===== src/rtl/studio2_ram_arbiter.sv =====
// studio2_ram_arbiter
//
// Shares the single-port system block RAM between the cartridge download
// loader, the CDP1861 video DMA and the CDP1802 CPU. Each access takes three
// cycles: IDLE (arbitrate and latch the winner's request), ISSUE (drive the RAM
// port) and DONE (return read data and pulse the winner's ack).
//
// Priority is download > DMA > CPU. The CPU counts consecutive lost
// arbitrations. Once that count reaches CPU_MAX_WAIT, the CPU outranks DMA for
// one grant. Download still outranks the CPU in that case.
//
// Optional build macro: STUDIO2_ARB_WRPROT_EN
//   When defined, CPU writes below WP_LIMIT still go through the normal
//   handshake, but they never reach the RAM. Both mem_cs and mem_we stay low.
//
// Ports
//   clk, reset_n                    system clock, async active-low reset
//   dl_req/dl_addr/dl_wdata/dl_ack  download write port
//   dma_req/dma_addr/dma_ack        video DMA read port
//   cpu_req/cpu_we/cpu_addr/
//   cpu_wdata/cpu_ack               CPU read/write port
//   rdata                           read data for the acked requester
//   mem_cs/mem_we/mem_addr/
//   mem_din/mem_dout                RAM port (1-cycle synchronous read)
//   owner                           0 none, 1 dl, 2 dma, 3 cpu
//   busy                            access in flight (ISSUE or DONE)
//
// state | meaning
// IDLE  | sample requests, pick a winner, latch its address/data/we
// ISSUE | RAM chip select asserted with the latched request
// DONE  | RAM read data valid; ack the owner; capture rdata on reads

module studio2_ram_arbiter #(
    parameter int AW           = 12,
    parameter int CPU_MAX_WAIT = 4
) (
    input  logic          clk,
    input  logic          reset_n,
    input  logic          dl_req,
    input  logic [AW-1:0] dl_addr,
    input  logic [7:0]    dl_wdata,
    output logic          dl_ack,
    input  logic          dma_req,
    input  logic [AW-1:0] dma_addr,
    output logic          dma_ack,
    input  logic          cpu_req,
    input  logic          cpu_we,
    input  logic [AW-1:0] cpu_addr,
    input  logic [7:0]    cpu_wdata,
    output logic          cpu_ack,
    output logic [7:0]    rdata,
    output logic          mem_cs,
    output logic          mem_we,
    output logic [AW-1:0] mem_addr,
    output logic [7:0]    mem_din,
    input  logic [7:0]    mem_dout,
    output logic [1:0]    owner,
    output logic          busy
);

    localparam int WW = $clog2(CPU_MAX_WAIT + 1);
    localparam logic [WW-1:0] WAIT_MAX = WW'(CPU_MAX_WAIT);

    localparam logic [1:0] OWN_NONE = 2'd0;
    localparam logic [1:0] OWN_DL   = 2'd1;
    localparam logic [1:0] OWN_DMA  = 2'd2;
    localparam logic [1:0] OWN_CPU  = 2'd3;

    typedef enum logic [1:0] {
        IDLE  = 2'd0,
        ISSUE = 2'd1,
        DONE  = 2'd2
    } state_t;

    state_t          state_q, state_d;
    logic [1:0]      owner_q, owner_d;
    logic [AW-1:0]   addr_q, addr_d;
    logic [7:0]      din_q, din_d;
    logic            we_q, we_d;
    logic [WW-1:0]   wait_q, wait_d;
    logic [7:0]      rdata_q, rdata_d;
    logic            cpu_promote;
    logic            drop_q;

`ifdef STUDIO2_ARB_WRPROT_EN
    localparam logic [AW-1:0] WP_LIMIT = AW'('h800);
    logic drop_d;
`endif

    always_ff @(posedge clk or negedge reset_n) begin
        if (!reset_n) begin
            state_q <= IDLE;
            owner_q <= OWN_NONE;
            addr_q  <= '0;
            din_q   <= '0;
            we_q    <= 1'b0;
            wait_q  <= '0;
            rdata_q <= '0;
        end else begin
            state_q <= state_d;
            owner_q <= owner_d;
            addr_q  <= addr_d;
            din_q   <= din_d;
            we_q    <= we_d;
            wait_q  <= wait_d;
            rdata_q <= rdata_d;
        end
    end

`ifdef STUDIO2_ARB_WRPROT_EN
    always_ff @(posedge clk or negedge reset_n) begin
        if (!reset_n) begin
            drop_q <= 1'b0;
        end else begin
            drop_q <= drop_d;
        end
    end
`else
    assign drop_q = 1'b0;
`endif

    always_comb begin
        state_d     = state_q;
        owner_d     = owner_q;
        addr_d      = addr_q;
        din_d       = din_q;
        we_d        = we_q;
        wait_d      = wait_q;
        rdata_d     = rdata_q;
        cpu_promote = 1'b0;
`ifdef STUDIO2_ARB_WRPROT_EN
        drop_d      = drop_q;
`endif

        case (state_q)
            IDLE: begin
                owner_d     = OWN_NONE;
                cpu_promote = (wait_q == WAIT_MAX) && cpu_req && !dl_req;
                if (dl_req) begin
                    owner_d = OWN_DL;
                    addr_d  = dl_addr;
                    din_d   = dl_wdata;
                    we_d    = 1'b1;
                end else if (dma_req && !cpu_promote) begin
                    owner_d = OWN_DMA;
                    addr_d  = dma_addr;
                    din_d   = 8'h00;
                    we_d    = 1'b0;
                end else if (cpu_req) begin
                    owner_d = OWN_CPU;
                    addr_d  = cpu_addr;
                    din_d   = cpu_wdata;
                    we_d    = cpu_we;
                end

`ifdef STUDIO2_ARB_WRPROT_EN
                drop_d = (owner_d == OWN_CPU) && cpu_we && (cpu_addr < WP_LIMIT);
`endif

                if (owner_d != OWN_NONE) begin
                    state_d = ISSUE;
                end

                // Losses only count while the CPU is actually asking.
                if (!cpu_req || owner_d == OWN_CPU) begin
                    wait_d = '0;
                end else if (wait_q != WAIT_MAX) begin
                    wait_d = wait_q + WW'(1);
                end
            end

            ISSUE: begin
                state_d = DONE;
            end

            DONE: begin
                if (!we_q) begin
                    rdata_d = mem_dout;
                end
                owner_d = OWN_NONE;
                state_d = IDLE;
            end

            default: begin
                owner_d = OWN_NONE;
                state_d = IDLE;
            end
        endcase
    end

    assign mem_cs   = (state_q == ISSUE) && !drop_q;
    assign mem_we   = (state_q == ISSUE) && we_q && !drop_q;
    assign mem_addr = addr_q;
    assign mem_din  = din_q;
    assign owner    = owner_q;
    assign busy     = (state_q != IDLE);

    assign dl_ack   = (state_q == DONE) && (owner_q == OWN_DL);
    assign dma_ack  = (state_q == DONE) && (owner_q == OWN_DMA);
    assign cpu_ack  = (state_q == DONE) && (owner_q == OWN_CPU);

    // The RAM output is valid only during DONE. It is forwarded there so that
    // read data lines up with the ack. The same value is held in rdata_q
    // until the next read completes.
    assign rdata    = (state_q == DONE && !we_q) ? mem_dout : rdata_q;

endmodule

===== config.mk =====
export PLATFORM = sky130hd
export DESIGN_NAME = studio2_ram_arbiter
export DESIGN_NICKNAME = d
export VERILOG_FILES = /design/src/rtl/studio2_ram_arbiter.sv
export SDC_FILE = /design/constraint.sdc
export NUM_CORES = 1
export LEC_CHECK = 0
export ABC_AREA = 1
export CORE_MARGIN = 10
export CORE_UTILIZATION = 37
export CTS_BUF_LIST = sky130_fd_sc_hd__clkbuf_2 sky130_fd_sc_hd__clkbuf_4 sky130_fd_sc_hd__clkbuf_8
export CTS_CLUSTER_SIZE = 30
export DETAILED_ROUTE_END_ITERATION = 10
export GPL_ROUTABILITY_DRIVEN = 0
export GPL_TIMING_DRIVEN = 0
export PLACE_DENSITY = 0.78
export SETUP_SLACK_MARGIN = 0.05
export SLEW_MARGIN = 20
export SYNTH_ARGS = -nofsm -noshare
export SYNTH_HDL_FRONTEND = slang
export SYNTH_SLANG_ARGS = --single-unit

===== constraint.sdc =====
create_clock -name clk -period 1.3 [get_ports clk]
set_input_delay 0.13 -clock clk [delete_from_list [all_inputs] [get_ports clk]]
set_output_delay 0.13 -clock clk [all_outputs]
set_load 0.1 [all_outputs]

## Word-level counts from Yosys, hierarchy flattened

Cells that the tools add are included.

- Eq/ne operators: 9
- Reduce and logical (&&, ||, !) cells: 21
- Bitwise logic cells: 1
- Add/sub/neg operators: 1
- Mux-type cells: 19

Operator list:

| cell | count |
|---|---|
| 12-bit 2-to-1 mux | 3 |
| 8-bit 2-to-1 mux | 4 |
| 2-bit 2-to-1 mux | 5 |
| 2-bit equality test (second input constant) | 4 |
| 1-bit logical AND | 8 |
| 2-bit case mux with 2 select lines | 2 |
| 3-bit 2-to-1 mux | 2 |
| 2-bit AND reduction | 3 |
| 2-bit nonzero test | 3 |
| 2-bit by 1-bit equality test with 1-bit output (second input constant) | 2 |
| 1-bit logical NOT | 4 |
| 3-bit by 1-bit adder with 3-bit output (second input constant) | 1 |
| 3-bit equality test (second input constant) | 1 |
| 1-bit 2-to-1 mux | 3 |
| 3-bit != test (second input constant) | 1 |
| 3-bit nonzero test | 1 |
| 2-bit logical NOT | 1 |
| 2-bit != test (second input constant) | 1 |
| 1-bit logical OR | 1 |
| 1-bit NOT | 1 |

- Bits in registers: 36
- Logic and storage cells: 58
- Output and inout bits: 36

## Longest topological paths before layout

Gate-level depths: netlist of the first run.

- Depth in word-level cells: 12
- Depth in mapped cells: 9
- Mapped depth without buffers: 9

## Least setup slack after synthesis of the first run

Ideal clock, no wire load.

- Path type: reg-to-output
- From: register owner_q[1] (netlist: owner[1])
- To: output cpu_ack
- Required time: 1.170 ns
- Data arrival time: 3.199 ns
- Buffers on the path: 0
- Stages on the path, launching flop included: 3
- Slack: -2.029 ns
- Path through: dfrtp_1 inv_1 nor3_1

- Longest elaborated chain between the ends: 2

RTL lines:

| element | line | source |
|---|---|---|
| start, declared | 76 | `logic [1:0] owner_q, owner_d;` |
| start signal, assigned | 101 | `owner_q <= owner_d;` |
| 2-bit equality test | 200 | `assign cpu_ack = (state_q == DONE) && (owner_q == OWN_CPU);` |
| 1-bit logical AND | 200 |  |
| end, declared | 50 | `output logic cpu_ack,` |

Every way passes these cells.

## Worst setup path after layout of the first run

- From: register state_q[0]
- To: output rdata[5]

- Longest elaborated chain between the ends: 3

RTL lines:

| element | line | source |
|---|---|---|
| start, declared | 75 | `state_t state_q, state_d;` |
| start signal, assigned | 100 | `state_q <= state_d;` |
| 2-bit equality test | 205 | `assign rdata = (state_q == DONE && !we_q) ? mem_dout : rdata_q;` |
| 1-bit logical AND | 205 |  |
| 8-bit 2-to-1 mux | 205 |  |
| end, declared | 51 | `output logic [7:0] rdata,` |

Every way passes these cells.

==> impl_metrics.env, run 1 <==
export IMPL_status="finished with violations"
export IMPL_violations="setup timing"
export IMPL_crit_fanout=8
export IMPL_drtIter0Drc=56
export IMPL_hold_path_startpoint="dl_req"
export IMPL_synth_nets=310
export IMPL_die_w_microns=93.0
export IMPL_grt_total_usage=0.159
export IMPL_clock_root_buffer="clkbuf_8"
export IMPL_path_cells="nor2_4 -> nand2_4 -> mux2_4 -> buf_12"
export IMPL_antenna_found_initial=0
export IMPL_drc=0
export IMPL_post_synth_top_area_cell="dfrtp_1"
export IMPL_min_path_cells=3
export IMPL_grt_pass1_vias=2182
export IMPL_timing_rr_start="state_q[0]"
export IMPL_place_hpwl_microns=5180
export IMPL_cts_sinks=36
export IMPL_fin_crit_ns=1.67
export IMPL_syn_area_per_cell_sq_um=8.15
export IMPL_cts_max_path_buffers=2
export IMPL_area_growth_pct=78.1
export IMPL_clk_latency_ns=0.29
export IMPL_die_area_sq_mm=0.00865
export IMPL_start_util=0.384
export IMPL_wirelength_microns=6820
export IMPL_setup_tns_ns=-6.98
export IMPL_via_per_inst=4.68
export IMPL_ys_seq_area_frac=0.457
export IMPL_yosysTopAreaCellShare=0.457
export IMPL_drtAntennaViolNets=0
export IMPL_critPathKind="reg -> out"
export IMPL_r2r_end="mem_din[0]"
export IMPL_grt_max_degree=28
export IMPL_worstMarginPinSlew_ns=0.511
export IMPL_relSlewSlack=0.662
export IMPL_period_share=1.28
export IMPL_r2r_slack_ns=-0.19
export IMPL_setup_viol=41
export IMPL_rows=26
export IMPL_synth_top_cells_by_area="dfrtp_1 (46%), a21oi_1 (9.9%), inv_1 (7.2%)"
export IMPL_start_kind="flip-flop"
export IMPL_syn_area_sq_mm=0.00197
export IMPL_end_kind="output port"
export IMPL_regArea_sq_um=908
export IMPL_grt_pass1_wl_microns=11000
export IMPL_drive_gt1_frac=0.315
export IMPL_path_clk_slew_ns=0.07
export IMPL_synth_ff_latch_count=36
export IMPL_finalHoldViolCount=0
export IMPL_numPortBuffers=99
export IMPL_grt_ovfl_total=0
export IMPL_synthDistinctLibCells=25
export IMPL_firstDrtPassIters=4
export IMPL_report_final_slew_viol_count=0
export IMPL_cts_tree="done"
export IMPL_numCtsBuffers=5
export IMPL_ys_warn_count=0
export IMPL_min_path_type="in -> reg"
export IMPL_max_stage_delay_ns=0.43
export IMPL_grt_setup_unrepaired="true"
export IMPL_core_area_sq_mm=0.00514
export IMPL_diodes=0
export IMPL_hold_path_endpoint="mem_addr[0]"
export IMPL_io_pins=102
export IMPL_path_buf_inv=1
export IMPL_via_count=2049
export IMPL_fin_skew_ns=0.00862
export IMPL_required_ns=1.17
export IMPL_fill_cells=420
export IMPL_wl_per_cell_microns=15.6
export IMPL_max_cap_viol_count=0
export IMPL_fin_nets=435
export IMPL_fmax_mhz=600
export IMPL_die_h_microns=93.0
export IMPL_r2r_cells=5
export IMPL_netlist_instances=242
export IMPL_crit_family="flip-flops"
export IMPL_slowest_stage="dfrtp_1"
export IMPL_multiInputGateArea_sq_um=951
export IMPL_htree_levels=2
export IMPL_cp_data_arrival_time_ns=1.54
export IMPL_fin_ws_ns=-0.367
[routing by layer]
metal,share of wire,global-route usage,wire (microns),up-vias
met5,0,0,0,-
met4,0.016,0.0501,110,0
met3,0.093,0.0616,634,13
met2,0.48,0.264,3250,86
met1,0.41,0.183,2820,927
li1,-,-,-,1023
[worst min-delay path, cell delays in order]
cell     delay (ns)
buf_4          0.15
a21oi_1        0.12
a21oi_1        0.07
[state kept, by name, indices dropped and copies added (netlist names)]
name	cells
mem_addr	12
rdata_q	8
we_q	1
state_q	2
owner	2
wait_q	3
mem_din	8
[final cells by class]
cell class	instances	share of cell area
Buffer	12	0.0288
Inverter	40	0.0449
Tap cell	70	0.0249
Sequential cell	36	0.258
Timing Repair Buffer	118	0.345
Clock buffer	7	0.0256
Clock inverter	1	0.00214
Multi-Input combinational cell	154	0.271
[per-stage QoR]
stage | instances | hold WS [ns] | worst slack, ns | util | area [sq um]
after floorplan | 242 | -0.166 | -0.384 | - | 2080
after global placement | 411 | 0.473 | -1.09 | 0.615 | 3160
after detailed placement | 412 | 0.0216 | -1.12 | 0.618 | 3180
after CTS | 433 | 0.220 | -0.349 | 0.671 | 3450
after global routing | 438 | 0.267 | -0.418 | 0.684 | 3510
final | 438 | 0.226 | -0.367 | 0.684 | 3510
[logic make-up (layout without fill, tap and decap cells)]
family	count (synthesis)	count (layout)	synth area share
and+or+nand+nor	96	96	0.219
buffers and inverters	52	178	0.127
AOI/OAI and AO/OA	47	47	0.134
DFF	36	36	0.457
muxes	8	8	0.0457
adders and majority gates	2	2	0.0127
xor gates and xnor gates	1	1	0.00444
[worst max path at each step]
stage	from	end	slack, ns	cells after the start
after floorplan	state_q[0]	mem_we	-0.38	4
after global placement	state_q[1]	rdata[3]	-1.09	5
after detailed placement	state_q[1]	rdata[0]	-1.12	5
after CTS	state_q[1]	rdata[0]	-0.35	5
after global routing	state_q[0]	rdata[5]	-0.42	4
final	state_q[0]	rdata[5]	-0.37	4
[synth_stat cells (all sizes together)]
master  number
nand2       32
o21bai       1
buf         11
xor2         1
inv         40
clkbuf       1
nor3         4
ha           2
nor2        32
o32ai        1
mux2         8
nand4        2
o21ai        2
dfrtp       36
a21oi       43
nand3       26
[what timing repair did]
action,in CTS,in global routing
setup buffers,11,7
gates resized for setup,247,10
endpoints found under the setup margin,69,47
pin swaps,6,4
gates cloned,1,0
hold endpoints to repair,35,0
hold buffers,1,0
[layout by cell type (no fill, tap or decap), types with 2 or more instances in the layout]
master / instances
o21ai_1: 2
nor2_4: 4
buf_4: 12
buf_6: 14
inv_4: 3
clkbuf_8: 6
nor3_4: 3
inv_1: 30
dfrtp_4: 2
nand2_1: 28
buf_2: 23
nand2_2: 2
dfrtp_1: 34
buf_12: 15
a21oi_1: 38
nand3_2: 2
nand3_1: 24
nand2_4: 2
nor2_2: 2
inv_2: 7
a21oi_2: 4
clkbuf_4: 3
mux2_4: 8
nor2_1: 26
clkdlybuf4s50_1: 62
Power of run 1 is not shown: default switching activity piles up to over one toggle a cycle in this logic, so the estimate is an artifact.
==> inputs of run 2 (changes only) <==
Settings changed: GPL_ROUTABILITY_DRIVEN 0 to unset, REMOVE_ABC_BUFFERS set to 1, SETUP_SLACK_MARGIN 0.05 to 0.15.
==> run 2 against run 1 <==
- the run still ends with setup timing left
- clock skew grew 0.0022 ns
- count of clock-buffer cells in the layout shrank 2
- routed wire length grew 24%
- maximum frequency shrank 0.49%
- global-route usage grew 0.40 points
- via count grew 6.3%
- design area grew 10%
- worst setup slack lost 0.0081 ns
- critical endpoint is now rdata[3]
- largest cell class is now multi-input gates
- highest routed layer unchanged
==> impl_metrics.env, run 2 (synthesis results as in run 1) <==
export IMPL_timing_rr_start="state_q[0]"
export IMPL_cts_sinks=36
export IMPL_via_per_inst=5.07
export IMPL_place_inst=402
export IMPL_via_count=2178
export IMPL_report_final_slew_viol_count=0
export IMPL_fin_skew_ns=0.0108
export IMPL_cts_max_path_buffers=2
export IMPL_io_pins=102
export IMPL_drive_gt1_frac=0.458
export IMPL_r2r_end="mem_addr[8]"
export IMPL_core_area_sq_mm=0.00514
export IMPL_rows=26
export IMPL_firstDrtPassIters=4
export IMPL_multiInputGateArea_sq_mm=0.00132
export IMPL_grt_util_met3=0.0743
export IMPL_critPathKind="reg -> out"
export IMPL_numPortBuffers=101
export IMPL_final_cells=430
export IMPL_drtIter0Drc=101
export IMPL_grt_pass1_wl_microns=11300
export IMPL_die_w_microns=93.0
export IMPL_regArea_sq_um=902
export IMPL_fmax_mhz=597
export IMPL_finalHoldViolCount=0
export IMPL_relSlewSlack=0.580
export IMPL_cp_data_arrival_time_ns=1.55
export IMPL_diodes=0
export IMPL_fin_crit_ns=1.68
export IMPL_drtAntennaViolNets=0
export IMPL_wl_per_cell_microns=19.7
export IMPL_top_usage_layer="met2"
export IMPL_status="finished with violations"
export IMPL_largest_register_ffs=12
export IMPL_place_hpwl_microns=5030
export IMPL_grt_ovfl_total=0
export IMPL_min_path_type="in -> async"
export IMPL_start_kind="flip-flop"
export IMPL_area_growth_pct=96.6
export IMPL_fill_cells=360
export IMPL_end_kind="output port"
export IMPL_final_common_cell="clkdlybuf4s50_1"
export IMPL_htree_levels=2
export IMPL_grt_pass1_vias=2233
export IMPL_gp_congestion=0.730
export IMPL_worstMarginPinSlew_ns=0.630
export IMPL_use_met2=0.286
export IMPL_path_clk_slew_ns=0.08
export IMPL_die_area_sq_mm=0.00865
export IMPL_setup_viol=40
export IMPL_fin_nets=427
export IMPL_antenna_found_initial=0
export IMPL_drc=0
export IMPL_die_h_microns=93.0
export IMPL_crit_fanout=8
export IMPL_layout_common_cells="clkdlybuf4s50_1 (61), dfrtp_1 (35), inv_1 (33)"
export IMPL_numCtsBuffers=5
export IMPL_preCtsSetupSlack_ns=-1.67
export IMPL_r2r_slack_ns=-0.23
export IMPL_grt_total_usage=0.163
export IMPL_fin_ws_ns=-0.375
export IMPL_clock_root_buffer="clkbuf_8"
export IMPL_max_cap_viol_count=0
export IMPL_period_share=1.29
export IMPL_start_util=0.384
export IMPL_violations="setup timing"
export IMPL_cts_tree="done"
export IMPL_wirelength_microns=8470
export IMPL_grt_max_degree=27
export IMPL_required_ns=1.17
export IMPL_clk_latency_ns=0.30
export IMPL_grt_setup_unrepaired="true"
export IMPL_r2r_cells=7
export IMPL_grtUsageMet1=0.173
[run 2: cell count changes in the layout (fill, tap and decap cells not counted), sizes merged]
cell           before  now
bufinv              0    1
buf                64   54
nand2              32   35
clkinv              0    2
dlymetal6s2s        0    1
clkbuf             10    6
clkdlybuf4s50      62   61
[run 2: per-stage QoR]
step / area (sq um) / hold WS [ns] / util / TNS [ns]
6_report: 3880 / 0.322 / 0.755 / -9.48
3_3_place_gp: 2970 / 0.459 / 0.578 / -87.18
5_1_grt: 3880 / 0.364 / 0.755 / -11.68
2_1_floorplan: 1870 / -0.166 / - / -14.93
3_5_place_dp: 2990 / 0.119 / 0.582 / -59.33
4_1_cts: 3370 / 0.348 / 0.657 / -7.93
[run 2: final cells by class]
cell class                      instances  share of cell area
Multi-Input combinational cell        157               0.340
Timing Repair Buffer                  118               0.327
Sequential cell                        36               0.233
Inverter                               40              0.0442
Tap cell                               70              0.0226
Clock buffer                            5              0.0177
Clock inverter                          3              0.0110
Timing Repair inverter                  1             0.00419
[run 2: repair_timing]
| item | 4_1_cts | 5_1_grt |
|---|---|---|
| gates cloned | 1 | 3 |
| hold buffers | 1 | 0 |
| buffers inserted | 9 | 6 |
| gates resized for setup | 293 | 108 |
| pin swaps | 7 | 45 |
| endpoints found under the hold margin | 17 | 0 |
| setup endpoints to repair | 71 | 50 |
[run 2: metal layers]
metal / up-vias / part of all wire / routed length [microns]
li1: 1013 / - / -
met1: 1060 / 0.37 / 3170
met2: 90 / 0.53 / 4470
met3: 15 / 0.081 / 685
met4: 0 / 0.017 / 142
met5: - / 0 / 0
[run 2: worst max path at each step]
stage	start	endpoint	slack (ns)
2_1_floorplan	owner[1]	cpu_ack	-2.03
3_3_place_gp	dl_req	mem_addr[5]	-1.65
3_5_place_dp	dl_req	mem_din[4]	-1.67
4_1_cts	state_q[0]	rdata[0]	-0.35
5_1_grt	state_q[0]	rdata[0]	-0.43
6_report	state_q[0]	rdata[3]	-0.38
[run 2: critical path: stages (launching register included)]
cell and delay [ns]:
dfrtp_2 0.44, nor2_4 0.18, nand2_8 0.11, mux2_4 0.34
buf_12 0.17
Power of run 2 is left out for the same reason.
